## src/rtl/instruction_fetch_sequencer_pkg.sv

```systemverilog
// Shared widths, opcode field, halt encoding and slot payload for the fetch sequencer.
package instruction_fetch_sequencer_pkg;

  localparam int unsigned ADDR_W = 8;
  localparam int unsigned DATA_W = 16;
  localparam int unsigned OPC_MSB = 15;
  localparam int unsigned OPC_LSB = 11;
  localparam int unsigned OPC_W = OPC_MSB - OPC_LSB + 1;

  localparam logic [OPC_W-1:0]  HALT_OPCODE      = 5'h1F;
  localparam logic [ADDR_W-1:0] DEFAULT_RESET_PC = 8'h00;

  typedef enum logic {
    ST_RUN  = 1'b0,
    ST_HALT = 1'b1
  } state_e;

  typedef struct packed {
    logic [ADDR_W-1:0] pc;
    logic [DATA_W-1:0] instr;
  } fetch_slot_t;

  function automatic logic is_halt(input logic [DATA_W-1:0] instr);
    return instr[OPC_MSB:OPC_LSB] == HALT_OPCODE;
  endfunction

endpackage

```

## src/rtl/instruction_fetch_sequencer.sv

```systemverilog
// PC sequencer feeding a combinational instruction ROM; single registered output
// slot toward decode with redirect flush and halt/resume control.
module instruction_fetch_sequencer
  import instruction_fetch_sequencer_pkg::*;
#(
  parameter logic [ADDR_W-1:0] RESET_PC = DEFAULT_RESET_PC
) (
  input  logic              clk,
  input  logic              reset,
  output logic [ADDR_W-1:0] imem_addr,
  input  logic [DATA_W-1:0] imem_data,
  input  logic              redirect_valid,
  input  logic [ADDR_W-1:0] redirect_pc,
  input  logic              resume,
  output logic              out_valid,
  input  logic              out_ready,
  output logic [DATA_W-1:0] out_instr,
  output logic [ADDR_W-1:0] out_pc,
  output logic              halted
);

  state_e            state_q, state_d;
  logic [ADDR_W-1:0] pc_q, pc_d;
  logic              valid_q, valid_d;
  fetch_slot_t       slot_q, slot_d;
  logic              slot_free;

  // State register
  always_ff @(posedge clk) begin
    if (reset) begin
      state_q <= ST_RUN;
      pc_q    <= RESET_PC;
      valid_q <= 1'b0;
      slot_q  <= '0;
    end else begin
      state_q <= state_d;
      pc_q    <= pc_d;
      valid_q <= valid_d;
      slot_q  <= slot_d;
    end
  end

  // Next-state: redirect overrides fetch; a stalled slot freezes everything
  always_comb begin
    state_d   = state_q;
    pc_d      = pc_q;
    valid_d   = valid_q;
    slot_d    = slot_q;
    slot_free = !valid_q || out_ready;

    if (redirect_valid) begin
      pc_d    = redirect_pc;
      valid_d = 1'b0;
      state_d = ST_RUN;
    end else begin
      unique case (state_q)
        ST_RUN: begin
          if (slot_free) begin
            slot_d.instr = imem_data;
            slot_d.pc    = pc_q;
            valid_d      = 1'b1;
            pc_d         = pc_q + ADDR_W'(1);
            if (is_halt(imem_data)) state_d = ST_HALT;
          end
        end
        ST_HALT: begin
          if (out_ready) valid_d = 1'b0;
          if (resume) state_d = ST_RUN;
        end
        default: state_d = ST_RUN;
      endcase
    end
  end

  assign imem_addr = pc_q;
  assign out_valid = valid_q;
  assign out_instr = slot_q.instr;
  assign out_pc    = slot_q.pc;
  assign halted    = (state_q == ST_HALT);

endmodule

```

## config.mk

```make
export PLATFORM = sky130hd
export DESIGN_NAME = instruction_fetch_sequencer
export DESIGN_NICKNAME = d
export VERILOG_FILES = /design/src/rtl/instruction_fetch_sequencer_pkg.sv /design/src/rtl/instruction_fetch_sequencer.sv
export SDC_FILE = /design/constraint.sdc
export NUM_CORES = 1
export LEC_CHECK = 0
export ABC_AREA = 1
export BUFFER_PORTS_ARGS = -buffer_cell sky130_fd_sc_hd__buf_2
export CAP_MARGIN = 20
export CORE_ASPECT_RATIO = 1.1
export CORE_MARGIN = 2
export CORE_UTILIZATION = 50
export DETAILED_ROUTE_END_ITERATION = 8
export PLACE_DENSITY_LB_ADDON = 0.3
export REMOVE_ABC_BUFFERS = 1
export SLEW_MARGIN = 10
export SYNTH_ARGS = -nofsm -noshare
export SYNTH_HDL_FRONTEND = slang
export SYNTH_SLANG_ARGS = --single-unit
```

## constraint.sdc

```tcl
create_clock -name clk -period 1.7 [get_ports clk]
set_input_delay 0.255 -clock clk [delete_from_list [all_inputs] [get_ports clk]]
set_output_delay 0.255 -clock clk [all_outputs]
set_load 0.01 [all_outputs]
```

Word level (Yosys, flattened, before mapping)
Index checks and enable logic that the tools add are counted.

storage, ports and cells
  input port bits = 29
  register bits after elaboration = 34
  logic and storage cells = 29
  output and inout port bits = 34

cells by class
  reductions and logical operators = 7
  eq/ne operators = 4
  add/subtract/negate cells = 1
  mux-type cells = 10
  bitwise operators = 2

operators with widths
  kind                                                            count
  8-bit 2-to-1 mux                                                3
  8-bit by 1-bit adder with 8-bit output (second input constant)  1
  2-bit != test (second input constant)                           3
  5-bit equality test (second input constant)                     1
  1-bit 2-to-1 mux                                                5
  1-bit one-hot mux with 2 select lines                           2
  2-bit AND reduction                                             2
  3-bit AND reduction                                             1
  1-bit NOT                                                       2
  2-bit nonzero test                                              1
  2-bit OR reduction                                              1
  1-bit zero test                                                 1
  1-bit logical OR                                                1

Longest topological paths before layout
Gate-level depths: netlist of the first run.

  depth in word-level cells = 5
  gate-level depth with buffers = 9
  mapped depth without buffers = 9

Least setup slack after synthesis of the first run
No wires, ideal clock.

  kind = register to register
  from = register pc_q[0] (netlist: imem_addr[0])
  to = register pc_q[4] (netlist: imem_addr[4])
  slack = 0.576 ns
  buffers on the path = 0
  setup time = 0.064 ns
  clock period less this slack = 1.124 ns
  stages on the path, launching flop included = 8
  arrival time = 1.060 ns
  required time = 1.636 ns
  cell sequence = dfxtp_1 -> ha_1 -> nand2_1 -> inv_1 -> nand3_1 -> a21oi_1 -> nor2_1 -> nor2_1

on the way
  cells in the longest elaborated chain, start to end = 4

ends and longest elaborated chain
  element                                 RTL line                           RTL
  start: declaration                      instruction_fetch_sequencer.sv:23  logic [ADDR_W-1:0] pc_q, pc_d;
  start signal: assignment                instruction_fetch_sequencer.sv:37  pc_q <= pc_d;
  8-bit by 1-bit adder with 8-bit output  instruction_fetch_sequencer.sv:62  pc_d = pc_q + ADDR_W'(1);
  8-bit 2-to-1 mux                        instruction_fetch_sequencer.sv:58  if (slot_free) begin
  8-bit 2-to-1 mux                        instruction_fetch_sequencer.sv:56  unique case (state_q)
  8-bit 2-to-1 mux                        instruction_fetch_sequencer.sv:51  if (redirect_valid) begin

Every way passes these cells. The select of a mux whose other input is x is not followed.
A chain may end at the register's enable or synchronous reset.

Worst setup path after layout of the first run
  from = register pc_q[5] (netlist: imem_addr[5])
  to = output port imem_addr[5]

RTL lines
  element           RTL line                           RTL
  end: declaration  instruction_fetch_sequencer.sv:10  output logic [ADDR_W-1:0] imem_addr,

No word-level cell between the ends.

==> results of run 1 <==
==> layout by cell type, fill, tap and decap left out, types with 3 or more instances in the layout <==
master | Yosys | layout
buf_2 | 0 | 62
nor2_1 | 44 | 44
dfxtp_1 | 34 | 34
nand2_1 | 27 | 27
o21ai_0 | 27 | 27
inv_1 | 19 | 19
nand3_1 | 11 | 11
a21oi_1 | 10 | 10
clkbuf_4 | 0 | 5
buf_4 | 2 | 3
==> layer usage <==
layer	global-route usage, %	wire (um)	vias to the layer above
li1	-	-	759
met1	22.6	1380	630
met2	36.1	1540	56
met3	7.68	253	6
met4	7.67	50	0
met5	0	0	-
==> sequential cells by signal, summed over array words and instances (netlist names) <==
signal and flops:
imem_addr 8, out_pc 8, out_instr 16, halted 1, out_valid 1
==> worst min-delay path by stage <==
stage	start	endpoint	slack (ns)
2_1_floorplan	reset	imem_addr[3]	0.32
3_3_place_gp	out_instr[7]	out_instr[7]	0.46
3_5_place_dp	out_instr[11]	out_instr[11]	0.47
4_1_cts	imem_data[1]	out_instr[1]	0.15
5_1_grt	imem_data[0]	out_instr[0]	0.15
6_report	imem_data[1]	out_instr[1]	0.16
==> worst reg2reg max path, cell delays in order, from the launching register on <==
cell	delay, ns
dfxtp_1	0.41
ha_1	0.19
nand2_1	0.07
inv_1	0.12
nand3_1	0.08
a21oi_1	0.17
nor2_1	0.06
nor2_1	0.07
==> through the flow <==
stage | area (um2) | power, mW | hold WS [ns] | cells | util (%)
finish | 1840 | 1.74 | 0.160 | 293 | 66.1
global route | 1840 | 1.83 | 0.150 | 293 | 66.1
CTS | 1840 | 1.75 | 0.148 | 293 | 66.1
detailed placement | 1760 | 1.18 | 0.468 | 285 | 63.3
global placement | 1760 | 1.17 | 0.458 | 285 | 63.3
floorplan | 1390 | 1.05 | 0.317 | 187 | -
==> layout make-up <==
cell class / instances / area [um2]
clock buffer: 5 / 37.5
multi-input combinational: 133 / 627
clock inverter: 3 / 40.0
inverter: 20 / 77.6
fill: 274 / 941
timing repair buffer: 65 / 333
tap: 33 / 41.3
sequential: 34 / 681
==> power groups by stage <==
stage,registers [mW],clock network [mW],logic (mW)
floorplan,0.934,0,0.117
global placement,0.908,0,0.267
detailed placement,0.909,0,0.271
CTS,0.890,0.590,0.273
global route,0.900,0.627,0.304
finish,0.890,0.578,0.270
==> cell families (layout without fill, tap and decap cells) <==
kind of cell               Yosys count  after routing  share of synthesized area, %
DFF                                 34             34                          46.7
buffers and inverters               29             93                          10.2
adders and majority gates            1              1                         0.859
and+or+nand+nor                     88             88                          25.5
AOI/OAI and AO/OA                   44             44                          16.7
==> impl_metrics.csv, run 1 <==
group,metric,value,unit
worst_setup_path,crit_type,"reg2out",
pwr,power.density,946,nW/um2
global_route,track_usage,20.3,%
pwr,switchingPower,0.466,mW
worst_setup_path,cp.arrival,0.96,ns
sta,rsz0062_at_grt,"no",
route,wl,3230,um
route,drc,0,
worst_setup_path,critical_path_peak_fanout,7,
clocking,cts-buffers-inserted,5,
yosys,synth_top_area_share,46.7,%
route,detail_route.vias_per_cell,4.95,
job,drv_cap,0,
floorplan,die-area,3360,um2
placement,dp_hpwl,2340,um
yosys,yosysTopAreaCell,"dfxtp_1",
worst_setup_path,crit_start,"imem_addr[5]",
yosys,avgSynthCellArea,7.43,um2
global_route,grt_overflow,0,
yosys,synth_seq_cells,34,
pwr,p_leak,0.951,nW
yosys,yosys-top-cells-count,"nor2_1 (44), dfxtp_1 (34), nand2_1 (27), o21ai_0 (27), inv_1 (19)",
worst_setup_path,cp.required,1.44,ns
sta,setup_ws,0.481,ns
sta,post-route-period-util,71.7,%
route,ant_nets,0,
worst_setup_path,r2r_end,"imem_addr[4]",
worst_setup_path,endpoint,"imem_addr[5]",
route,drt_pass1_iterations,4,
worst_setup_path,crit_path_top_delay_cell,"dfxtp_1",
sta,setup_viol,0,
worst_setup_path,critical-path-top-delay-family,"flip-flops",
clocking,cts_hold_buf,0,
yosys,ys_seq_area_share,46.7,%
finish,area_delta_synth_final,26.1,%
yosys,async_flop_share,0,%
sta,min_period,1.22,ns
placement,gp_congestion,0.799,
worst_setup_path,slowest_delay,0.45,ns
worst_setup_path,start_kind,"flop",
yosys,netlist_instances,196,
clocking,cts_setup_buffers,0,
global_route,grt_pass1_wl,5300,um
sta,finalSetupTns,0,ns
min_path,worstHoldPathType,"in2reg",
worst_setup_path,path_depth,1,
global_route,grt_pass1_vias,1268,
pwr,comb_power_share,15.5,%
floorplan,start_util,52.4,%
worst_setup_path,worst-path-buf-inv,1,
pwr,peakVddDrop,926,uV
pwr,p_sw_share,26.8,%
route,drtIter0Drc,44,
clocking,ctsLongestPathBuffers,2,
sta,timing.slew.headroom,77.9,%
sta,fmax,820,MHz
finish,diodes,0,
floorplan,die_w,55.5,um
clocking,cts_tree,"yes",
yosys,syn_area,1460,um2
yosys,ys_top_cells_by_area,"dfxtp_1 (47%), nor2_1 (11%), o21ai_0 (9.3%), nand2_1 (7.0%), inv_1 (4.9%)",
yosys,synth.most_common_cell,"nor2_1",
clocking,cts.sinks,34,
worst_setup_path,cp-end-kind,"primary output",
pwr,pwr-share-seq,51.2,%
floorplan,core_area,2780,um2
sta,tightest_slew,0.331,ns
worst_setup_path,r2r-start,"imem_addr[0]",
sta,skew,0.00424,ns
floorplan,die_y,60.6,um
pwr,p_int,1.27,mW
finish,layout-drive-gt1-share,31.2,%
worst_setup_path,worst-r2r-cell-count,7,
sta,hold_viol,0,
yosys,synth-main-ff-cell,"dfxtp_1",
floorplan,io_pins,63,
worst_setup_path,worst-r2r-setup-slack,0.48,ns
yosys,yosysWarnings,0,
clocking,path_clk_slew,0.10,ns
placement,pre_cts_ws,0.462,ns
floorplan,row_count,20,
yosys,synth_cell_types,23,
route,vias,1451,
yosys,synth_edf_count,0,
placement,io_buffers,62,
status,status,"complete, no violations",
min_path,whs_path_depth,3,
pwr,clkPwrFrac,33.3,%
clocking,cts_resized,0,
route,avgRoutedWirePerCell,11.0,um
global_route,grt_max_degree,37,
global_route,antenna_found_initial,0,
sta,maxSlewViolCount,0,
clocking,cts_max_level,2,
worst_setup_path,crit_chain,"buf_2",
clocking,clkLatencyLatePin,0.34,ns
finish,nets,289,
clocking,root_buffer,"clkbuf_4",
Note: power is estimated with default switching activity, not from simulation.
==> run 2: changes to the inputs <==
CORE_UTILIZATION = 46   (was 50)
clock period = 1.26 ns   (was 1.7 ns; I/O delays follow)
==> impl_metrics.csv, run 2 (synthesis gave the netlist of run 1 again) <==
group,metric,value,unit
status,status,"complete, no violations",
floorplan,start_util,48.2,%
global_route,grt_max_degree,26,
worst_setup_path,crit_type,"reg2reg",
finish,largest_register_ffs,16,
pwr,peakVddDrop,984,uV
pwr,p_leak,0.963,nW
route,drtIter0Drc,53,
sta,min_period,1.16,ns
worst_setup_path,cp.required,1.49,ns
worst_setup_path,r2r-start,"imem_addr[2]",
clocking,clkLatencyLatePin,0.34,ns
worst_setup_path,cp-end-kind,"flop",
clocking,cts_tree,"yes",
finish,design_area,1880,um2
worst_setup_path,worst-r2r-setup-slack,0.1,ns
sta,finalSetupTns,0,ns
placement,io_buffers,62,
placement,placed_cell_area,1810,um2
sta,post-route-period-util,92.4,%
job,drv_cap,0,
route,ant_nets,0,
finish,area_delta_synth_final,29.2,%
sta,hold_viol,0,
worst_setup_path,cp.arrival,1.39,ns
clocking,cts_setup_buffers,0,
clocking,root_buffer,"clkbuf_4",
finish,layout_common_cells,"buf_2 (62), nor2_1 (44), dfxtp_1 (30), o21ai_0 (27), nand2_1 (26)",
worst_setup_path,slowest_delay,0.40,ns
clocking,path_clk_slew,0.11,ns
worst_setup_path,crit_path_top_delay_cell,"dfxtp_2",
clocking,ctsLongestPathBuffers,2,
clocking,cts_max_level,2,
floorplan,row_count,21,
worst_setup_path,crit_chain,"nand3_1 -> inv_1 -> nand2_1 -> nand2_1 -> nand3_1 -> nor2_1 -> nor2_1",
floorplan,die_y,63.0,um
global_route,grt_pass1_wl,5530,um
global_route,track_usage,19.4,%
route,detail_route.vias_per_cell,4.87,
finish,final_common_cell,"buf_2",
worst_setup_path,path_depth,7,
sta,fmax,859,MHz
global_route,antenna_found_initial,0,
route,drc,0,
floorplan,core_area,3020,um2
pwr,power.density,1180,nW/um2
worst_setup_path,worst-r2r-cell-count,7,
floorplan,die_w,57.7,um
floorplan,die-area,3630,um2
sta,maxSlewViolCount,0,
worst_setup_path,critical_path_peak_fanout,6,
route,wl,3260,um
worst_setup_path,r2r_end,"imem_addr[7]",
min_path,worstHoldPathType,"in2reg",
clocking,cts_hold_buf,0,
sta,tightest_slew,0.240,ns
route,avgRoutedWirePerCell,11.0,um
min_path,whs_path_depth,3,
placement,gp_congestion,0.809,
route,vias,1447,
placement,dp_cells,289,
sta,timing.slew.headroom,84.0,%
finish,fin_cells,297,
clocking,cts-buffers-inserted,5,
finish,layout-drive-gt1-share,34.2,%
min_path,min_to,"out_instr[0]",
route,drt_pass1_iterations,4,
clocking,cts.sinks,34,
sta,rsz0062_at_grt,"no",
clocking,cts_resized,0,
global_route,grt_overflow,0,
sta,skew,0.0140,ns
sta,setup_viol,0,
placement,dp_hpwl,2440,um
finish,diodes,0,
worst_setup_path,critical-path-top-delay-family,"simple AND/OR/NAND/NOR gates",
worst_setup_path,start_kind,"flop",
worst_setup_path,worst-path-buf-inv,1,
floorplan,io_pins,63,
finish,nets,292,
global_route,grt_pass1_vias,1280,
min_path,hp-start,"imem_data[0]",
[run 2: cell count changes in the layout (fill, tap and decap cells not counted), sizes merged]
cell,previous run,this run
buf,65,68
bufinv,1,0
clkbuf,5,6
clkinv,2,1
clkinvlp,0,1
[run 2: worst register-to-register path, cell delays in order, from the launching register on]
cell and delay (ns):
dfxtp_2 0.40, nand3_1 0.18, inv_1 0.12, nand2_1 0.09, nand2_1 0.08, nand3_1 0.06
nor2_1 0.09, nor2_1 0.04
[run 2: metal layers]
layer	up-vias	global-route usage, %	wire (um)
li1	760	-	-
met1	639	24.9	1450
met2	44	30.8	1570
met3	4	5.18	205
met4	0	6.98	40
met5	-	0	0
[run 2: worst max path at each step]
stage                 startpoint           end  slack (ns)
floorplan           imem_addr[0]  imem_addr[4]        0.14
global placement    imem_addr[1]  imem_addr[6]         0.1
detailed placement  imem_addr[1]  imem_addr[4]        0.05
CTS                 imem_addr[1]  imem_addr[4]        0.03
global route        imem_addr[0]  imem_addr[4]       0.003
finish              imem_addr[2]  imem_addr[7]         0.1
[run 2: layout make-up]
class                           instances  area [um2]
Clock buffer                            6        51.3
Multi-Input combinational cell        133         629
Fill cell                             287        1140
Sequential cell                        34         688
Timing Repair Buffer                   68         380
Tap cell                               34        42.5
Clock inverter                          2        12.5
Inverter                               20        77.6
[run 2: stage by stage]
step	total power, mW	hold WS [ns]	utilization (%)	setup WS, ns
detailed placement	1.61	0.447	59.8	0.0537
floorplan	1.42	0.251	-	0.136
global placement	1.61	0.441	59.8	0.0999
CTS	2.25	0.0827	61.9	0.0291
global route	2.36	0.0764	62.3	0.00290
finish	2.22	0.101	62.3	0.0957
[run 2: power by group]
part           switching [mW]  internal (mW)
Combinational           0.216          0.171
Clock                   0.366          0.268
Sequential             0.0461           1.15
